--- src/rtl/ctrl_pipe_chain_if.sv ---
// Control-bundle pipeline bus: decode-side inputs, stall/flush requests and per-stage outputs.
// The master modport drives the requests; the slave modport is the pipeline itself.
interface ctrl_pipe_chain_if #(
  parameter int WIDTH  = 20,
  parameter int STAGES = 3,
  parameter int CNT_W  = 16
);
  logic [WIDTH-1:0]        ctrl_d;
  logic                    valid_d;
  logic [STAGES-1:0]       stall;
  logic [STAGES-1:0]       flush;
  logic                    excflush;
  logic                    cnt_clr;
  logic [STAGES*WIDTH-1:0] ctrl_q;
  logic [STAGES-1:0]       valid_q;
  logic [STAGES-1:0]       stall_eff;
  logic [CNT_W-1:0]        bubble_cnt;

  modport master (
    output ctrl_d, valid_d, stall, flush, excflush, cnt_clr,
    input  ctrl_q, valid_q, stall_eff, bubble_cnt
  );

  modport slave (
    input  ctrl_d, valid_d, stall, flush, excflush, cnt_clr,
    output ctrl_q, valid_q, stall_eff, bubble_cnt
  );
endinterface

--- src/rtl/ctrl_pipe_chain.sv ---
// Parametrised control-bundle pipeline (E/M/W...) with per-stage valid, stall, flush,
// backward stall propagation, bubble insertion and a saturating bubble counter.
module ctrl_pipe_chain #(
  parameter int WIDTH      = 20,
  parameter int STAGES     = 3,
  parameter int AUTO_STALL = 1,
  parameter int CNT_W      = 16
) (
  input logic              clk,
  input logic              rst,
  ctrl_pipe_chain_if.slave bus
);

  logic [STAGES-1:0][WIDTH-1:0] ctrlQ;
  logic [STAGES-1:0]            validQ;
  logic [STAGES-1:0]            stallEff;
  logic [STAGES-1:0]            clrStage;
  logic [STAGES-1:0]            bubbleStage;
  logic [CNT_W-1:0]             bubbleCnt;
  logic                         bubbleAny;

  // Stall propagates from the oldest stage back towards decode.
  always_comb begin
    stallEff = '0;
    stallEff[STAGES-1] = bus.stall[STAGES-1];
    for (int unsigned i = 1; i < STAGES; i++) begin
      stallEff[STAGES-1-i] = bus.stall[STAGES-1-i] |
                             ((AUTO_STALL != 0) & stallEff[STAGES-i]);
    end
  end

  // A bubble enters stage k when it is free to advance but its feeder is held.
  always_comb begin
    clrStage    = {STAGES{bus.excflush}} | bus.flush;
    bubbleStage = '0;
    for (int unsigned k = 1; k < STAGES; k++) begin
      bubbleStage[k] = ~clrStage[k] & ~stallEff[k] & stallEff[k-1];
    end
  end

  assign bubbleAny = |bubbleStage;

  always_ff @(posedge clk) begin
    if (!rst) begin
      ctrlQ  <= '0;
      validQ <= '0;
    end else begin
      if (clrStage[0]) begin
        ctrlQ[0]  <= '0;
        validQ[0] <= 1'b0;
      end else if (!stallEff[0]) begin
        ctrlQ[0]  <= bus.valid_d ? bus.ctrl_d : '0;
        validQ[0] <= bus.valid_d;
      end

      for (int unsigned k = 1; k < STAGES; k++) begin
        if (clrStage[k]) begin
          ctrlQ[k]  <= '0;
          validQ[k] <= 1'b0;
        end else if (!stallEff[k]) begin
          if (stallEff[k-1]) begin
            ctrlQ[k]  <= '0;
            validQ[k] <= 1'b0;
          end else begin
            ctrlQ[k]  <= ctrlQ[k-1];
            validQ[k] <= validQ[k-1];
          end
        end
      end
    end
  end

  always_ff @(posedge clk) begin
    if (!rst) begin
      bubbleCnt <= '0;
    end else if (bus.cnt_clr) begin
      bubbleCnt <= '0;
    end else if (bubbleAny && (bubbleCnt != '1)) begin
      bubbleCnt <= bubbleCnt + 1'b1;
    end
  end

  assign bus.ctrl_q     = ctrlQ;
  assign bus.valid_q    = validQ;
  assign bus.stall_eff  = stallEff;
  assign bus.bubble_cnt = bubbleCnt;

endmodule

--- src/flat_wrapper.sv ---
// flat-port wrapper written by rule: the top's interface ports become plain ports
module ctrl_pipe_chain_flat 
#(
  parameter int WIDTH      = 20,
  parameter int STAGES     = 3,
  parameter int AUTO_STALL = 1,
  parameter int CNT_W      = 16
)
  (clk, rst, bus_ctrl_d, bus_valid_d, bus_stall, bus_flush, bus_excflush, bus_cnt_clr, bus_ctrl_q, bus_valid_q, bus_stall_eff, bus_bubble_cnt);
  ctrl_pipe_chain_if #(.WIDTH(WIDTH), .STAGES(STAGES), .CNT_W(CNT_W)) bus_i ();
  input logic clk;
  input logic rst;
  input wire logic [$bits(bus_i.ctrl_d)-1:0] bus_ctrl_d;
  input wire logic [$bits(bus_i.valid_d)-1:0] bus_valid_d;
  input wire logic [$bits(bus_i.stall)-1:0] bus_stall;
  input wire logic [$bits(bus_i.flush)-1:0] bus_flush;
  input wire logic [$bits(bus_i.excflush)-1:0] bus_excflush;
  input wire logic [$bits(bus_i.cnt_clr)-1:0] bus_cnt_clr;
  output wire logic [$bits(bus_i.ctrl_q)-1:0] bus_ctrl_q;
  output wire logic [$bits(bus_i.valid_q)-1:0] bus_valid_q;
  output wire logic [$bits(bus_i.stall_eff)-1:0] bus_stall_eff;
  output wire logic [$bits(bus_i.bubble_cnt)-1:0] bus_bubble_cnt;
  assign bus_i.ctrl_d = bus_ctrl_d;
  assign bus_i.valid_d = bus_valid_d;
  assign bus_i.stall = bus_stall;
  assign bus_i.flush = bus_flush;
  assign bus_i.excflush = bus_excflush;
  assign bus_i.cnt_clr = bus_cnt_clr;
  assign bus_ctrl_q = bus_i.ctrl_q;
  assign bus_valid_q = bus_i.valid_q;
  assign bus_stall_eff = bus_i.stall_eff;
  assign bus_bubble_cnt = bus_i.bubble_cnt;
  ctrl_pipe_chain #(.WIDTH(WIDTH), .STAGES(STAGES), .AUTO_STALL(AUTO_STALL), .CNT_W(CNT_W)) u_core (.clk(clk), .rst(rst), .bus(bus_i));
endmodule
--- config.mk ---
export PLATFORM = sky130hd
export DESIGN_NAME = ctrl_pipe_chain_flat
export DESIGN_NICKNAME = d
export VERILOG_FILES = /design/src/rtl/ctrl_pipe_chain_if.sv /design/src/rtl/ctrl_pipe_chain.sv /design/src/flat_wrapper.sv
export SDC_FILE = /design/constraint.sdc
export NUM_CORES = 1
export LEC_CHECK = 0
export BUFFER_PORTS_ARGS = -buffer_cell sky130_fd_sc_hd__buf_2
export CELL_PAD_IN_SITES_DETAIL_PLACEMENT = 0
export CELL_PAD_IN_SITES_GLOBAL_PLACEMENT = 1
export CORE_MARGIN = 5
export CORE_UTILIZATION = 32
export DETAILED_ROUTE_END_ITERATION = 7
export GPL_ROUTABILITY_DRIVEN = 0
export MAX_ROUTING_LAYER = met4
export PLACE_DENSITY = 0.77
export SYNTH_ARGS = -nofsm -noshare
export SYNTH_HDL_FRONTEND = slang
export SYNTH_SLANG_ARGS = --single-unit
--- constraint.sdc ---
create_clock -name clk -period 1.7 [get_ports clk]
set_input_delay 0 -clock clk [delete_from_list [all_inputs] [get_ports clk]]
set_output_delay 0 -clock clk [all_outputs]
set_load 0.05 [all_outputs]
Yosys cells after proc, flatten, opt, wreduce, memory -nomap -nowiden. Cells that the tools add are included.

Flip-flop bits (word level): 79. Input bits: 31. Output and inout bits: 82. Logic and storage cells: 32.

$add $sub $neg: 1. Eq/ne operators: 1. Multiplexer cells: 5. Bitwise operators: 12. Reduce and logical (&&, ||, !) cells: 6.

Operators by type and width (number): $mux W20 (3); $add A16 B1 Y16 const B (1); $ne A16 B16 Y1 const B (1); $reduce_or A2 Y1 (5); $not A1 Y1 (5); $and A1 B1 Y1 (4); $or A3 B3 Y3 (1); $mux W1 (2); $or A1 B1 Y1 (2); $logic_and A1 B1 Y1 (1).

Logic depth before layout (Yosys ltp).
Depth after elaboration: 6. Mapped depth: 8. Mapped depth without buffers: 6.

Least setup slack after synthesis. OpenSTA, ideal clock, no wires.

Path kind: reg-to-reg. From: register u_core.bubbleCnt[0] (netlist: u_core.bus.bubble_cnt[0]). To: register u_core.bubbleCnt[3] (netlist: u_core.bus.bubble_cnt[3]). Setup time: 0.132 ns. Data arrival time: 2.003 ns. Data required time: 1.568 ns. Path slack: -0.435 ns. Stages on the path, launching flop included: 6. Path buffers: 0. Clock period less this slack: 2.135 ns. Cells stage by stage: dfxtp_1 > ha_1 > nand4_1 > nor4_1 > or4_1 > a21oi_1.

Cells in the longest elaborated chain, start to end: 2. Elaborated cells between the ends (all ways): 3. Classes of those cells: 1 x add/sub; 1 x eq/ne; 1 x reduce/logical.

RTL lines: start: declaration (RTL line ctrl_pipe_chain.sv:19) `logic [CNT_W-1:0] bubbleCnt;`; start signal: assignment (RTL line ctrl_pipe_chain.sv:79) `bubbleCnt <= bubbleCnt + 1'b1;`; parallel branches: the longest is 2 deep, another holds $add A16 B1 Y16.

Parallel ways; which one is timed is not known. A chain may end at the register's enable or synchronous reset.

Worst setup path after layout.
From: register u_core.bubbleCnt[0] (netlist: u_core.bus.bubble_cnt[0]). To: register u_core.bubbleCnt[5] (netlist: u_core.bus.bubble_cnt[5]).

The elaborated chain is that of the path after synthesis.

==> impl_summary.log <==
[metrics] Startpoint Class: register
[metrics] number of global-route vias before repair: 2969
[metrics] met1 usage: 21.4%
[metrics] fraction of final layout cells sized beyond drive strength 1: 31.2%
[metrics] worst max-slew margin expressed relative to the limit: 42.5%
[metrics] RSZ-0062 raised after global routing: true
[metrics] number of max-slew violations in the final report: 0
[metrics] final hold violations: 0
[metrics] Hold/Removal Path Class: primary input to register
[metrics] number of synthesized flops with an enable pin: 0
[metrics] post-synthesis instance area: 0.00321 mm²
[metrics] Critical Setup Path Class: register to register
[metrics] Total Power: 0.00353 W
[metrics] Ys Warns: 0
[metrics] leakage: 1.71 nW
[metrics] antenna diode instance count: 0
[metrics] first-pass GRT wire length: 15400 µm
[metrics] fill cell instance count of the final layout: 999
[metrics] DRC: 0
[metrics] grt met3 use: 3.03%
[metrics] Core Rows: 36
[metrics] number of nets with antenna violations after detailed routing: 0
[metrics] clock period minus worst slack: 1.66 ns
[metrics] met2 Usage GRT: 26.7%
[metrics] floorplan die width: 110 µm
[metrics] source of the critical timing path: u_core.bus.bubble_cnt[0]$_SDFFE_PP0P_
[metrics] Post-Syn Nets: 408
[metrics] outcome: finished, final reports clean
[metrics] Cells after Synth: 376
[metrics] maximum number of pins on one net before global-route repair: 43
[metrics] Final Setup Violations: 0
[metrics] violation count after the first detailed-route iteration: 223
[metrics] die extent in y: 110 µm
[metrics] flip-flop cell with the highest count after synthesis: sky130_fd_sc_hd__dfxtp_1
[metrics] Pre-Repair DR Iteration Count: 4
[metrics] total of buffers placed on input and output ports: 112
[metrics] initial antenna violation count: 0
[metrics] library cells used by synthesis: 41
[metrics] number of buffers between clock root and the deepest sink: 2
[metrics] WP data required: 1.96 ns
[metrics] fmax: 603 MHz
[metrics] TNS Setup: 0 ns
[metrics] pin slew with the least headroom to its limit: 0.863 ns
[metrics] Crit Reg-Reg Startpoint: u_core.bus.bubble_cnt[0]$_SDFFE_PP0P_
[metrics] detail-routed net length per standard cell: 15.6 µm
[metrics] area of the die: 0.0121 mm²
[metrics] type of destination of the critical path: register
[metrics] power density over the cells: 807 mW/mm²
[metrics] arrival time at the worst endpoint: 1.92 ns
[metrics] Final period util: 97.5%
[metrics] clock skew after layout: 0.00602 ns
[metrics] combined global-route utilization of all metal layers: 16.8%
[metrics] total number of vias: 3248
[metrics] I/O pin total: 113
[metrics] clock input transition at the sequential cells of the worst setup and hold paths: 0.08 ns
[metrics] Initial Utilization: 32.8%
[metrics] maximum level of the CTS H-tree: 3
[metrics] worst-case vdd ir drop: 0.000385 V
[metrics] NumNets Final: 537
[metrics] mean cell area of the mapped netlist: 8.53 µm²
[metrics] buffer cell driving the clock tree root: sky130_fd_sc_hd__clkbuf_8
[metrics] wire length after detailed routing: 10000 µm
[metrics] total CTS buffers: 9
[metrics] Congestion Overflow GR: 0
[metrics] clock sinks: 79
[metrics] crit path max fanout: 8
[metrics] max capacitance violation total: 0
[metrics] layout overhead on the synthesized area: 36.5%
[metrics] GR peak layer: met2
[metrics] flip-flop and latch count after synthesis: 79
[metrics] area of the core region: 0.00977 mm²
[metrics] share of synthesized registers carrying an async set or reset: 0%
[metrics] hold path start: bus_valid_d
[metrics] per-cell via count in the routed design: 5.05
[metrics] detailed placer's ending HPWL: 7270 µm
[metrics] sequential share of the synthesized area: 49.3%
[metrics] clock latency reported for the late side of the worst-skew pair: 0.35 ns
[metrics] clock tree from TritonCTS: done
sequential cells by signal, summed over array words and instances (netlist names):
| signal | cells |
|---|---|
| u_core.bus.ctrl_q | 60 |
| u_core.bus.bubble_cnt | 16 |
| u_core.bus.valid_q | 3 |
metrics by stage:
step           util (%)  instance area, µm²  cells  hold slack [ns]  setup slack [ns]
2_1_floorplan         -                3250    376            0.152           0.00769
3_3_place_gp       40.2                3930    602            0.272            0.0151
3_5_place_dp       40.2                3930    602            0.279          -0.00271
4_1_cts            44.5                4350    639           0.0526            0.0138
5_1_grt            44.8                4380    643           0.0937           -0.0727
6_report           44.8                4380    643           0.0790            0.0423
cell type report:
cell class                 count  area (µm²)  share of cell area [%]
sequential                    79        1610                    36.8
multi-input combinational    264        1510                    34.5
timing repair buffer         145         861                    19.7
tap                          133         166                    3.80
clock buffer                  10         138                    3.14
clock inverter                 6        68.8                    1.57
inverter                       6        22.5                   0.515
cell families after synthesis:
family	Yosys count	share of synthesized area [%]
flops	79	49.3
fa+ha+maj	1	0.390
buf+inv	33	4.33
simple gates	160	26.0
compound gates	103	20.0
where the power goes:
group          switching [W]  internal, W
sequential        0.00000235      0.00184
combinational       0.000140    0.0000887
clock               0.000730     0.000727
total               0.000872      0.00266
final timing paths:
kind / slack (ns) / to / depth (start not counted)
setup / recovery: 0.04 / u_core.bus.bubble_cnt[5]$_SDFFE_PP0P_ / 6
hold / removal: 0.08 / u_core.bus.valid_q[0]$_SDFFE_PP0N_ / 3
setup reg to reg: 0.04 / u_core.bus.bubble_cnt[5]$_SDFFE_PP0P_ / 6
hold reg to reg: 0.47 / u_core.bus.ctrl_q[23]$_SDFFE_PP0N_ / 2
layer usage:
layer  share of wire [%]  up-vias  routed length, µm
li1                    -     1619                  -
met1                  45     1518               4560
met2                  48       98               4790
met3                 5.7       13                572
met4                 1.2        0                118
met5                   0        -                  0
worst max-delay path, stage by stage, from the launching register on:
cell and delay [ns]:
sky130_fd_sc_hd__dfxtp_2 0.34, sky130_fd_sc_hd__ha_1 0.24, sky130_fd_sc_hd__nand4_1 0.21, sky130_fd_sc_hd__nor4_4 0.05, sky130_fd_sc_hd__buf_4 0.17, sky130_fd_sc_hd__or4_1 0.40, sky130_fd_sc_hd__a21oi_1 0.17
layout by cell type (no fill, tap or decap), drive strengths merged, types with 2 or more instances in the layout:
cell,instances
buf,124
dfxtp,79
a21oi,54
nand2,50
nor2,27
nand3,25
a22oi,21
nand3b,21
dlygate4sd3,21
clkbuf,10
inv,7
nand4,6
o31ai,6
nand2b,5
or4,5
nor4,5
o21ai,4
and4,4
nor2b,3
clkinv,3
o211ai,2
o41ai,2
nand4bb,2
and3,2
a31oi,2
a211oi,2
o31a,2
repair_timing:
| action | 4_1_cts | 5_1_grt |
|---|---|---|
| hold buffers | 21 | 0 |
| setup buffers | 0 | 4 |
| endpoints found under the hold margin | 21 | 0 |
| cloned | 0 | 0 |
| pin swaps | 0 | 2 |
| gates resized for setup | 1 | 1 |
| setup endpoints to repair | 1 | 11 |
cells in the mapped netlist (2+ instances only):
master | number | area share [%]
sky130_fd_sc_hd__a211oi_1 | 2 | 0.47
sky130_fd_sc_hd__a21oi_1 | 54 | 8.4
sky130_fd_sc_hd__a22oi_1 | 21 | 4.9
sky130_fd_sc_hd__a31oi_1 | 2 | 0.39
sky130_fd_sc_hd__and3_1 | 2 | 0.39
sky130_fd_sc_hd__and4_1 | 4 | 1.1
sky130_fd_sc_hd__buf_2 | 3 | 0.47
sky130_fd_sc_hd__clkbuf_1 | 22 | 2.6
sky130_fd_sc_hd__dfxtp_1 | 79 | 49
sky130_fd_sc_hd__inv_1 | 6 | 0.70
sky130_fd_sc_hd__nand2_1 | 50 | 5.9
sky130_fd_sc_hd__nand2b_1 | 5 | 0.98
sky130_fd_sc_hd__nand3_1 | 25 | 3.9
sky130_fd_sc_hd__nand3b_1 | 21 | 4.9
sky130_fd_sc_hd__nand4_1 | 6 | 1.2
sky130_fd_sc_hd__nand4bb_1 | 2 | 0.70
sky130_fd_sc_hd__nor2_1 | 27 | 3.2
sky130_fd_sc_hd__nor2b_1 | 3 | 0.59
sky130_fd_sc_hd__nor4_1 | 5 | 0.98
sky130_fd_sc_hd__o211ai_1 | 2 | 0.47
sky130_fd_sc_hd__o21ai_0 | 4 | 0.62
sky130_fd_sc_hd__o31a_1 | 2 | 0.55
sky130_fd_sc_hd__o31ai_1 | 6 | 1.4
sky130_fd_sc_hd__o41ai_1 | 2 | 0.55
sky130_fd_sc_hd__or4_1 | 5 | 1.2
(Power assumes the default switching activity.)
